File: src/rtl/can_bus_sched_pkg.sv
// Shared types and bit-count constants for the CAN bus-state scheduler.
package can_bus_sched_pkg;

  typedef enum logic [2:0] {
    S_INTEG   = 3'd0,
    S_IDLE    = 3'd1,
    S_RX      = 3'd2,
    S_TX      = 3'd3,
    S_INTER   = 3'd4,
    S_SUSPEND = 3'd5
  } type_sched_state_e;

  localparam logic [3:0] CAN_INTEG_BITS   = 4'd11;
  localparam logic [3:0] CAN_INTER_BITS   = 4'd3;
  localparam logic [3:0] CAN_SUSPEND_BITS = 4'd8;
  localparam logic [3:0] CAN_CNT_MAX      = 4'd11;

  // Recessive-bit target for the counting states; non-counting states return 0.
  function automatic logic [3:0] cnt_target(input type_sched_state_e st);
    logic [3:0] tgt;
    tgt = 4'd0;
    case (st)
      S_INTEG:   tgt = CAN_INTEG_BITS;
      S_INTER:   tgt = CAN_INTER_BITS;
      S_SUSPEND: tgt = CAN_SUSPEND_BITS;
      default:   tgt = 4'd0;
    endcase
    return tgt;
  endfunction

endpackage

File: src/rtl/can_bus_sched_if.sv
// Strobes from can_timing / bit stream processor and the scheduler's bus-state outputs.
interface can_bus_sched_if;

  logic sample_point;
  logic sampled_bit;
  logic hard_sync;
  logic tx_request;
  logic arb_lost;
  logic frame_end;
  logic node_error_passive;
  logic node_bus_off;

  logic rx_idle;
  logic rx_inter;
  logic go_tx;
  logic transmitting;
  logic transmitter;
  logic overload_req;
  logic bus_on;

  modport master (
    input  sample_point, sampled_bit, hard_sync, tx_request,
           arb_lost, frame_end, node_error_passive, node_bus_off,
    output rx_idle, rx_inter, go_tx, transmitting, transmitter,
           overload_req, bus_on
  );

  modport slave (
    output sample_point, sampled_bit, hard_sync, tx_request,
           arb_lost, frame_end, node_error_passive, node_bus_off,
    input  rx_idle, rx_inter, go_tx, transmitting, transmitter,
           overload_req, bus_on
  );

endinterface

File: src/rtl/can_recessive_cnt.sv
// Saturating count of consecutive recessive sample points, with a last-bit compare
// so the FSM can leave a state on the same edge that samples the final bit.
module can_recessive_cnt
  import can_bus_sched_pkg::*;
(
  input  logic       clk,
  input  logic       rst_n,
  input  logic       clr,
  input  logic       cnt_en,
  input  logic       sample_point,
  input  logic       sampled_bit,
  input  logic [3:0] target,
  output logic [3:0] cnt,
  output logic       at_last
);

  logic [3:0] cnt_q;
  logic [3:0] cnt_d;

  always_comb begin
    cnt_d = cnt_q;
    if (clr) begin
      cnt_d = 4'd0;
    end else if (cnt_en && sample_point) begin
      if (!sampled_bit) begin
        cnt_d = 4'd0;
      end else if (cnt_q < CAN_CNT_MAX) begin
        cnt_d = cnt_q + 4'd1;
      end
    end
  end

  always_ff @(posedge clk or negedge rst_n) begin
    if (!rst_n) begin
      cnt_q <= 4'd0;
    end else begin
      cnt_q <= cnt_d;
    end
  end

  assign cnt     = cnt_q;
  // True when one more recessive sample completes the target run.
  assign at_last = ({1'b0, cnt_q} + 5'd1) >= {1'b0, target};

endmodule

File: src/rtl/can_bus_sched.sv
// CAN bus-state controller: tracks integration, idle, rx/tx, intermission and
// suspend, and drives the timing block's bus-state inputs.
//
// state     | meaning
// ----------+---------------------------------------------------------
// S_INTEG   | waiting for 11 recessive bits after reset / bus-off
// S_IDLE    | bus idle, may start a frame
// S_RX      | receiving a frame (or lost arbitration)
// S_TX      | transmitting a frame
// S_INTER   | 3-bit intermission
// S_SUSPEND | 8-bit suspend-transmission of an error-passive transmitter
module can_bus_sched
  import can_bus_sched_pkg::*;
(
  input logic              clk,
  input logic              rst_n,
  can_bus_sched_if.master  bus
);

  type_sched_state_e state_q, state_d;

  logic       go_tx_q, go_tx_d;
  logic       overload_req_q, overload_req_d;
  logic       transmitter_q, transmitter_d;
  logic       rx_idle_q, rx_idle_d;
  logic       rx_inter_q, rx_inter_d;
  logic       transmitting_q, transmitting_d;
  logic       bus_on_q, bus_on_d;

  logic       cnt_clr;
  logic       cnt_en;
  logic [3:0] cnt;
  logic       at_last;
  logic       rec_sp;
  logic       dom_sp;

  assign rec_sp  = bus.sample_point &&  bus.sampled_bit;
  assign dom_sp  = bus.sample_point && !bus.sampled_bit;
  assign cnt_en  = (state_q == S_INTEG) || (state_q == S_INTER) || (state_q == S_SUSPEND);
  assign cnt_clr = (state_d != state_q) || bus.node_bus_off;

  can_recessive_cnt u_cnt (
    .clk          (clk),
    .rst_n        (rst_n),
    .clr          (cnt_clr),
    .cnt_en       (cnt_en),
    .sample_point (bus.sample_point),
    .sampled_bit  (bus.sampled_bit),
    .target       (cnt_target(state_q)),
    .cnt          (cnt),
    .at_last      (at_last)
  );

  always_comb begin
    state_d        = state_q;
    go_tx_d        = 1'b0;
    overload_req_d = 1'b0;
    transmitter_d  = transmitter_q;

    if (bus.node_bus_off) begin
      state_d = S_INTEG;
    end else if (bus.arb_lost && (state_q == S_TX)) begin
      state_d = S_RX;
    end else if (bus.frame_end && ((state_q == S_TX) || (state_q == S_RX))) begin
      state_d = S_INTER;
    end else begin
      case (state_q)
        S_INTEG: begin
          if (rec_sp && at_last) state_d = S_IDLE;
        end
        S_IDLE: begin
          // A pending frame wins over a foreign SOF so the node joins arbitration.
          if (bus.tx_request) begin
            go_tx_d = 1'b1;
            state_d = S_TX;
          end else if (bus.hard_sync) begin
            state_d = S_RX;
          end
        end
        S_INTER: begin
          if (dom_sp) begin
            if (cnt < 4'd2) begin
              overload_req_d = 1'b1;
              state_d        = S_RX;
            end else if (bus.tx_request) begin
              go_tx_d = 1'b1;
              state_d = S_TX;
            end else begin
              state_d = S_RX;
            end
          end else if (rec_sp && at_last) begin
            if (transmitter_q && bus.node_error_passive) begin
              state_d = S_SUSPEND;
            end else if (bus.tx_request) begin
              go_tx_d = 1'b1;
              state_d = S_TX;
            end else begin
              state_d = S_IDLE;
            end
          end
        end
        S_SUSPEND: begin
          if (dom_sp) begin
            state_d = S_RX;
          end else if (rec_sp && at_last) begin
            state_d = S_IDLE;
          end
        end
        default: ;
      endcase
    end

    if (bus.node_bus_off) begin
      transmitter_d = 1'b0;
    end else if (go_tx_d) begin
      transmitter_d = 1'b1;
    end else if ((state_d != state_q) && ((state_d == S_RX) || (state_d == S_IDLE))) begin
      transmitter_d = 1'b0;
    end

    rx_idle_d      = (state_d == S_IDLE);
    rx_inter_d     = (state_d == S_INTER);
    transmitting_d = (state_d == S_TX);
    bus_on_d       = (state_d != S_INTEG);
  end

  always_ff @(posedge clk or negedge rst_n) begin
    if (!rst_n) begin
      state_q        <= S_INTEG;
      go_tx_q        <= 1'b0;
      overload_req_q <= 1'b0;
      transmitter_q  <= 1'b0;
      rx_idle_q      <= 1'b0;
      rx_inter_q     <= 1'b0;
      transmitting_q <= 1'b0;
      bus_on_q       <= 1'b0;
    end else begin
      state_q        <= state_d;
      go_tx_q        <= go_tx_d;
      overload_req_q <= overload_req_d;
      transmitter_q  <= transmitter_d;
      rx_idle_q      <= rx_idle_d;
      rx_inter_q     <= rx_inter_d;
      transmitting_q <= transmitting_d;
      bus_on_q       <= bus_on_d;
    end
  end

  assign bus.rx_idle      = rx_idle_q;
  assign bus.rx_inter     = rx_inter_q;
  assign bus.go_tx        = go_tx_q;
  assign bus.transmitting = transmitting_q;
  assign bus.transmitter  = transmitter_q;
  assign bus.overload_req = overload_req_q;
  assign bus.bus_on       = bus_on_q;

endmodule

File: src/flat_wrapper.sv
// flat-port wrapper written by rule: the top's interface ports become plain ports
module can_bus_sched_flat import can_bus_sched_pkg::*;
  (clk, rst_n, bus_sample_point, bus_sampled_bit, bus_hard_sync, bus_tx_request, bus_arb_lost, bus_frame_end, bus_node_error_passive, bus_node_bus_off, bus_rx_idle, bus_rx_inter, bus_go_tx, bus_transmitting, bus_transmitter, bus_overload_req, bus_bus_on);
  can_bus_sched_if bus_i ();
  input logic clk;
  input logic rst_n;
  input wire logic [$bits(bus_i.sample_point)-1:0] bus_sample_point;
  input wire logic [$bits(bus_i.sampled_bit)-1:0] bus_sampled_bit;
  input wire logic [$bits(bus_i.hard_sync)-1:0] bus_hard_sync;
  input wire logic [$bits(bus_i.tx_request)-1:0] bus_tx_request;
  input wire logic [$bits(bus_i.arb_lost)-1:0] bus_arb_lost;
  input wire logic [$bits(bus_i.frame_end)-1:0] bus_frame_end;
  input wire logic [$bits(bus_i.node_error_passive)-1:0] bus_node_error_passive;
  input wire logic [$bits(bus_i.node_bus_off)-1:0] bus_node_bus_off;
  output wire logic [$bits(bus_i.rx_idle)-1:0] bus_rx_idle;
  output wire logic [$bits(bus_i.rx_inter)-1:0] bus_rx_inter;
  output wire logic [$bits(bus_i.go_tx)-1:0] bus_go_tx;
  output wire logic [$bits(bus_i.transmitting)-1:0] bus_transmitting;
  output wire logic [$bits(bus_i.transmitter)-1:0] bus_transmitter;
  output wire logic [$bits(bus_i.overload_req)-1:0] bus_overload_req;
  output wire logic [$bits(bus_i.bus_on)-1:0] bus_bus_on;
  assign bus_i.sample_point = bus_sample_point;
  assign bus_i.sampled_bit = bus_sampled_bit;
  assign bus_i.hard_sync = bus_hard_sync;
  assign bus_i.tx_request = bus_tx_request;
  assign bus_i.arb_lost = bus_arb_lost;
  assign bus_i.frame_end = bus_frame_end;
  assign bus_i.node_error_passive = bus_node_error_passive;
  assign bus_i.node_bus_off = bus_node_bus_off;
  assign bus_rx_idle = bus_i.rx_idle;
  assign bus_rx_inter = bus_i.rx_inter;
  assign bus_go_tx = bus_i.go_tx;
  assign bus_transmitting = bus_i.transmitting;
  assign bus_transmitter = bus_i.transmitter;
  assign bus_overload_req = bus_i.overload_req;
  assign bus_bus_on = bus_i.bus_on;
  can_bus_sched u_core (.clk(clk), .rst_n(rst_n), .bus(bus_i));
endmodule
File: config.mk
export PLATFORM = sky130hd
export DESIGN_NAME = can_bus_sched_flat
export DESIGN_NICKNAME = d
export VERILOG_FILES = /design/src/rtl/can_bus_sched_pkg.sv /design/src/rtl/can_bus_sched_if.sv /design/src/rtl/can_recessive_cnt.sv /design/src/rtl/can_bus_sched.sv /design/src/flat_wrapper.sv
export SDC_FILE = /design/constraint.sdc
export NUM_CORES = 1
export LEC_CHECK = 0
export BUFFER_PORTS_ARGS = -buffer_cell sky130_fd_sc_hd__buf_2
export CORE_MARGIN = 2
export CORE_UTILIZATION = 48
export DETAILED_ROUTE_END_ITERATION = 16
export PLACE_DENSITY_LB_ADDON = 0.1
export SYNTH_ARGS = -nofsm -noshare
export SYNTH_HDL_FRONTEND = slang
export SYNTH_HIERARCHICAL = 1
export SYNTH_SLANG_ARGS = --single-unit
File: constraint.sdc
create_clock -name clk -period 2.9 [get_ports clk]
set_input_delay 0 -clock clk [delete_from_list [all_inputs] [get_ports clk]]
set_output_delay 0 -clock clk [all_outputs]
set_load 0.02 [all_outputs]
==> Yosys cells after proc, flatten, opt, wreduce, memory -nomap -nowiden <==
Index checks and enable logic that the tools add are counted.
{ "word_totals": {"word_cells": 81, "ff_bits": 14, "inputBits": 10} }
{ "classes": {"n_reduce_logical": 19, "order_cmp": 3, "muxes": 37, "eq_ne": 11, "n_addsub": 2} }
{ "op_table": {"columns": ["cell", "n"], "rows": [
  ["two-way mux 3 bit", 11],
  ["two-way mux 1 bit", 18],
  ["two-way mux 4 bit", 4],
  ["equality test 3 x 2 -> 1 bit (second input constant)", 4],
  ["one-hot mux 3 bit (4 select lines)", 1],
  ["one-hot mux 4 bit (3 select lines)", 1],
  ["equality test 3 bit (second input constant)", 3],
  ["logical AND 1 bit", 8],
  ["equality test 3 x 1 -> 1 bit (second input constant)", 2],
  ["nonzero test 3 bit", 2],
  ["adder 4 x 1 -> 5 bit (second input constant)", 1],
  [">= comparator 5 x 4 -> 1 bit", 1],
  ["logical OR 1 bit", 5],
  ["adder 4 x 1 -> 4 bit (second input constant)", 1],
  ["< comparator 4 x 2 -> 1 bit (second input constant)", 1],
  ["< comparator 4 bit (second input constant)", 1],
  ["zero test 3 bit", 1],
  ["!= test 3 x 1 -> 1 bit (second input constant)", 1],
  ["!= test 3 bit", 1],
  ["two-way mux 2 bit", 1],
  ["one-hot mux 1 bit (2 select lines)", 1],
  ["AND reduction 2 bit", 1],
  ["nonzero test 2 bit", 1],
  ["zero test 1 bit", 1]
]} }

==> Logic depth before layout (Yosys ltp) <==
{ "depth": {"ltp_word": 16, "ltp_mapped": 16} }

==> Modules after synthesis <==
Netlist, hierarchy kept.
{ "by_module_without_submodules": {"columns": ["mod", "cells_per_inst", "area_each_um2", "n_inst"], "rows": [
  ["can_bus_sched", 76, 678.2, 1],
  ["can_recessive_cnt", 39, 374.1, 1]
]} }

==> Worst setup path after synthesis <==
Ideal clock, no wire load.
{ "synth_path": {"path_kind": "reg-to-reg", "startpoint": "register u_core.state_q[0]", "endpoint": "register u_core.u_cnt.cnt_q[3], in the netlist u_core/u_cnt/cnt[3]", "path_slack_ps": -297, "arrival_ps": 3130, "path_stages_with_launch": 16, "period_less_slack_ps": 3197, "setup_ps": 67, "cell_sequence": "dfrtp_1 > clkbuf_8 > nor2_1 > ha_1 > nand2b_1 > a211oi_1 > o21ai_0 > nand2b_1 > a21oi_1 > a311oi_1 > or3_2 > xnor2_1 > or4_1 > inv_1 > and4_1 > a32o_1"} }
{ "synth_between": {"elab_chain_len": 14} }
{ "synth_rtl": {"columns": ["element", "line_no", "rtl"], "rows": [
  ["start, declared", "can_bus_sched.sv:20", "type_sched_state_e state_q, state_d;"],
  ["start signal, assigned", "can_bus_sched.sv:138", "state_q <= state_d;"],
  ["equality test 3 bit / zero test 3 bit (equally long branches)", "can_bus_sched_pkg.sv:22", "case (st)"],
  ["one-hot mux 4 bit (3 select lines) *", "can_bus_sched_pkg.sv:22", null],
  [">= comparator 5 x 4 -> 1 bit *", "can_recessive_cnt.sv:43", "assign at_last = ({1'b0, cnt_q} + 5'd1) >= {1'b0, target};"],
  ["via u_core.at_last", "can_bus_sched.sv:33", "logic at_last;"],
  ["logical AND 1 bit *", "can_bus_sched.sv:69, can_bus_sched.sv:91, can_bus_sched.sv:105", null],
  ["two-way mux 3 bit (on tied branches)", "can_bus_sched.sv:69, can_bus_sched.sv:105, can_bus_sched.sv:91", null],
  ["two-way mux 3 bit (on tied branches)", "can_bus_sched.sv:103, can_bus_sched.sv:81", null],
  ["one-hot mux 3 bit (4 select lines) *", "can_bus_sched.sv:67", "case (state_q)"],
  ["two-way mux 3 bit *", "can_bus_sched.sv:64", "end else if (bus.frame_end && ((state_q == S_TX) || (state_q == S_RX))) begin"],
  ["two-way mux 3 bit *", "can_bus_sched.sv:62", "end else if (bus.arb_lost && (state_q == S_TX)) begin"],
  ["two-way mux 3 bit *", "can_bus_sched.sv:60", "if (bus.node_bus_off) begin"],
  ["!= test 3 bit *", "can_bus_sched.sv:40", "assign cnt_clr = (state_d != state_q) || bus.node_bus_off;"],
  ["logical OR 1 bit *", "can_bus_sched.sv:40", null],
  ["via u_core.cnt_clr", "can_bus_sched.sv:30", "logic cnt_clr;"],
  ["!= test 3 x 1 -> 1 bit (no source line) / nonzero test 2 bit (equally long branches)", null, null],
  ["AND reduction 2 bit (no source line)", null, null],
  ["end signal, assigned", "can_recessive_cnt.sv:37", "cnt_q <= cnt_d;"],
  ["end, declared", "can_recessive_cnt.sv:17", "logic [3:0] cnt_q;"]
]} }
Mark *: on every way through the listed nets, which the timed path passes. The rest lies on a longest branch.
A chain may end at the register's enable or synchronous reset.

==> Worst setup path in the final report <==
Same ends and word-level chain as after synthesis.

==> results.txt <==
Required @ worst endpoint -> 3.12 ns
# IOs -> 17
First-pass GRT wire length -> 4.319 mm
Post-Route WL -> 2.583 mm
Area growth, synth to finish -> 37.81%
Row cnt -> 16
Final Hold Vio Count -> 0
Starting Density -> 0.5204
TritonCTS clock tree -> done
Async set-or-reset flop fraction in the synthesized netlist -> 1.000
Synthesized area -> 1052 um^2
Final ANT Viol Nets -> 0
Pwr Density -> 266.2 nW/um^2
Vias/cell -> 5.467
Fin area -> 1450 um^2
Synth Net Count -> 130
Worst Setup SP -> u_core/state_q[0]
Drc violations -> 0
Synthesis Warnings -> 6
H-tree depth -> 1
Core area -> 2022 um^2
Largest family of logic cells by synthesized area -> compound AO/OA/AOI/OAI gates
Cell Count, Final, Fillers Out -> 182
Outcome -> finished, violations left
Clock Sinks -> 14
Max VDD drop -> 0.3043 mV
CP endpoint kind -> flip-flop
Post-Syn Instances -> 115
Port Buffers -> 16
Post-DP HPWL -> 1.914 mm
Largest net degree at the start of global routing -> 15
XOR/XNOR share of the synthesized area -> 0.04994
Critical Path Start Type -> flip-flop
Final Power -> 386.0 uW
Tcrit/Tclk final -> 1.059
Max Clock Freq -> 325.7 MHz
Post-Place Cell Area -> 1301 um^2
Wire length per cell -> 14.19 um
Fillcell total -> 163
Ant diodes -> 0
Max Root-Sink Buffers -> 2
Simple-gate portion of the synthesized area -> 0.2117
Multiplexer area fraction after synthesis -> 0.009512
Lkg Pwr -> 0.7358 nW
Failing checks -> negative setup slack
Die height -> 50.82 um
DR vias -> 995
Number of flops mapped to enable cells by yosys -> 0
Slew Limit Fails -> 0
Synthesized area per cell -> 9.150 um^2
Flops & latches, synth -> 14
Fraction of final layout cells sized beyond drive strength 1 -> 0.4645
RD Place Congestion -> 0.8285
Final min period -> 3.070 ns
Die ar. -> 2583 um^2
Unrepaired setup endpoints after global routing -> yes
Final Net Count -> 171
Crit path kind -> reg2reg
Clock root buffer -> clkbuf_4
Layout Skew -> 0.001013 ns
Hold_sp -> bus_node_bus_off
Worst-Skew Late Latency -> 0.27 ns
Sum Neg Setup Slack -> -0.4409 ns
Critical Path AT -> 3.29 ns
Register area share after synthesis -> 0.3329
Grt ovf -> 0
Netlist cell types -> 44
Clock slew at reported path FFs -> 0.08 ns
Vias in the first global route -> 967
Adder-cell share of the synthesized area -> 0.05945
Synth Area in Compound Gates -> 0.2485
Max Cap Viol -> 0
Total track usage -> 0.2189
Total CTS buffers -> 3
Hold Path Class -> in2reg
CP Max Fanout -> 4
Die Width -> 50.82 um
Setup ws final -> -0.1700 ns
Cells after DPL -> 176
Initial antenna violation count -> 0
Ys flop type -> dfrtp_1
Final setup fails -> 4
DR pass1 iterations -> 4
FF-to-FF Start -> u_core/state_q[0]
Starting DRT DRC Count -> 26
## area by class of cell
cell class,count,area [um^2],share of cell area
clock buffer,4,36.28,0.02502
inverter,9,36.28,0.02502
multi-input combinational,87,715.7,0.4935
sequential,14,354.1,0.2442
tap,27,33.78,0.02330
timing repair buffer,41,274.0,0.1890
## through the flow
| stage | utilization | hold WS [ns] | setup WS, ns |
|---|---|---|---|
| floorplan | - | -0.2956 | -0.02192 |
| detailed placement | 0.6436 | -0.08943 | -0.1620 |
| finish | 0.7172 | 0.04971 | -0.1700 |
| global placement | 0.6436 | -0.09534 | -0.1405 |
| global route | 0.7172 | 0.06150 | -0.2935 |
| CTS | 0.7054 | 0.04018 | -0.1341 |
## layer usage
metal	wire length (um)	up-vias	track usage
met4	12	0	0.08108
met1	1331	474	0.3239
met3	53	2	0.008772
li1	-	502	-
met5	0	-	0
met2	1186	17	0.3421
## synthesized netlist by cell type (2+ instances only)
master,number,area [um^2]
dfrtp_1,14,350.3
inv_1,9,33.78
a21oi_1,8,40.04
o21ai_0,7,35.03
nand2_1,6,22.52
nor2_1,6,22.52
nor3_1,6,30.03
ha_1,5,62.56
a31oi_1,4,25.02
nand2b_1,4,25.02
xnor2_1,4,35.03
buf_6,3,33.78
nor2b_1,3,18.77
or3_1,3,18.77
nand3_1,2,10.01
o41ai_2,2,32.53
xor2_1,2,17.52
## placed cells by master, fill, tap and decap left out, drive strengths merged
cell type    synthesis  routed
buf                  4      40
dfrtp               14      14
o21ai               10      10
inv                  9       9
a21oi                8       8
nor2                 7       7
nor3                 6       6
nand2                6       6
ha                   5       5
nand2b               5       5
a31oi                4       4
xnor2                4       4
clkbuf               1       4
or3                  4       4
nor2b                3       3
o41ai                2       2
xor2                 2       2
nand3                2       2
o311ai               2       2
dlygate4sd3          0       1
mux2i                1       1
a21o                 1       1
a311oi               1       1
nor4b                1       1
and3                 1       1
or4                  1       1
a2bb2oi              1       1
o22a                 1       1
conb                 1       1
a211oi               1       1
and2                 1       1
o211ai               1       1
and4                 1       1
a32o                 1       1
o211a                1       1
nand4                1       1
nand4b               1       1
## flip-flops by register name (all words and copies together), names as in the netlist
signal	count
u_core/bus.bus_on	1
u_core/bus.transmitter	1
u_core/bus.rx_inter	1
u_core/bus.transmitting	1
u_core/u_cnt/cnt	4
u_core/state_q	3
u_core/bus.rx_idle	1
u_core/bus.overload_req	1
u_core/bus.go_tx	1
## what timing repair did
action                     CTS  global route
buffers inserted             1             0
setup endpoints to repair    4             5
hold buffers                 1             0
hold endpoints to repair    14             0
gates resized for setup     13             7
pin swaps                    3             2
## kinds of logic (layout without fill, tap and decap cells)
logic type / after synthesis / after routing
flip-flops: 14 / 14
buffers and inverters: 14 / 54
XOR/XNOR: 6 / 6
AND/OR/NAND/NOR: 40 / 40
adder cells (fa/ha/maj): 5 / 5
multiplexers: 1 / 1
other: 1 / 1
AO/OA/AOI/OAI: 34 / 34
## worst max-delay path, stage by stage (launching register included)
cell	delay (ns)
dfrtp_2	0.46
buf_6	0.14
nor2_4	0.10
ha_4	0.20
nand2b_4	0.13
a211oi_2	0.20
o21ai_2	0.10
nand2b_4	0.16
a21oi_2	0.15
a311oi_2	0.07
or3_4	0.35
xnor2_1	0.13
or4_4	0.46
inv_4	0.08
and4_1	0.17
a32o_1	0.11
## power by group
group / switching, mW / leakage, nW / internal [mW] / total, mW
combinational: 0.0281 / 0.525 / 0.0236 / 0.0518
clock: 0.0594 / 0.0210 / 0.0763 / 0.136
sequential: 0.00211 / 0.190 / 0.196 / 0.199
total: 0.0896 / 0.736 / 0.296 / 0.386
## worst paths after layout
| check | endpoint | slack [ns] | cells after the start |
|---|---|---|---|
| setup reg to reg | u_core/u_cnt/cnt[3] | -0.17 | 15 |
| hold reg to reg | u_core/u_cnt/cnt[1] | 0.63 | 2 |
| setup / recovery | u_core/u_cnt/cnt[3] | -0.17 | 15 |
| hold / removal | u_core/bus.go_tx | 0.05 | 2 |
| max in group asynchronous | u_core/u_cnt/cnt[0] | 2.50 | 2 |
| min in group asynchronous | u_core/bus.rx_idle | 0.14 | 2 |
Note: power is estimated with default switching activity, not from simulation.
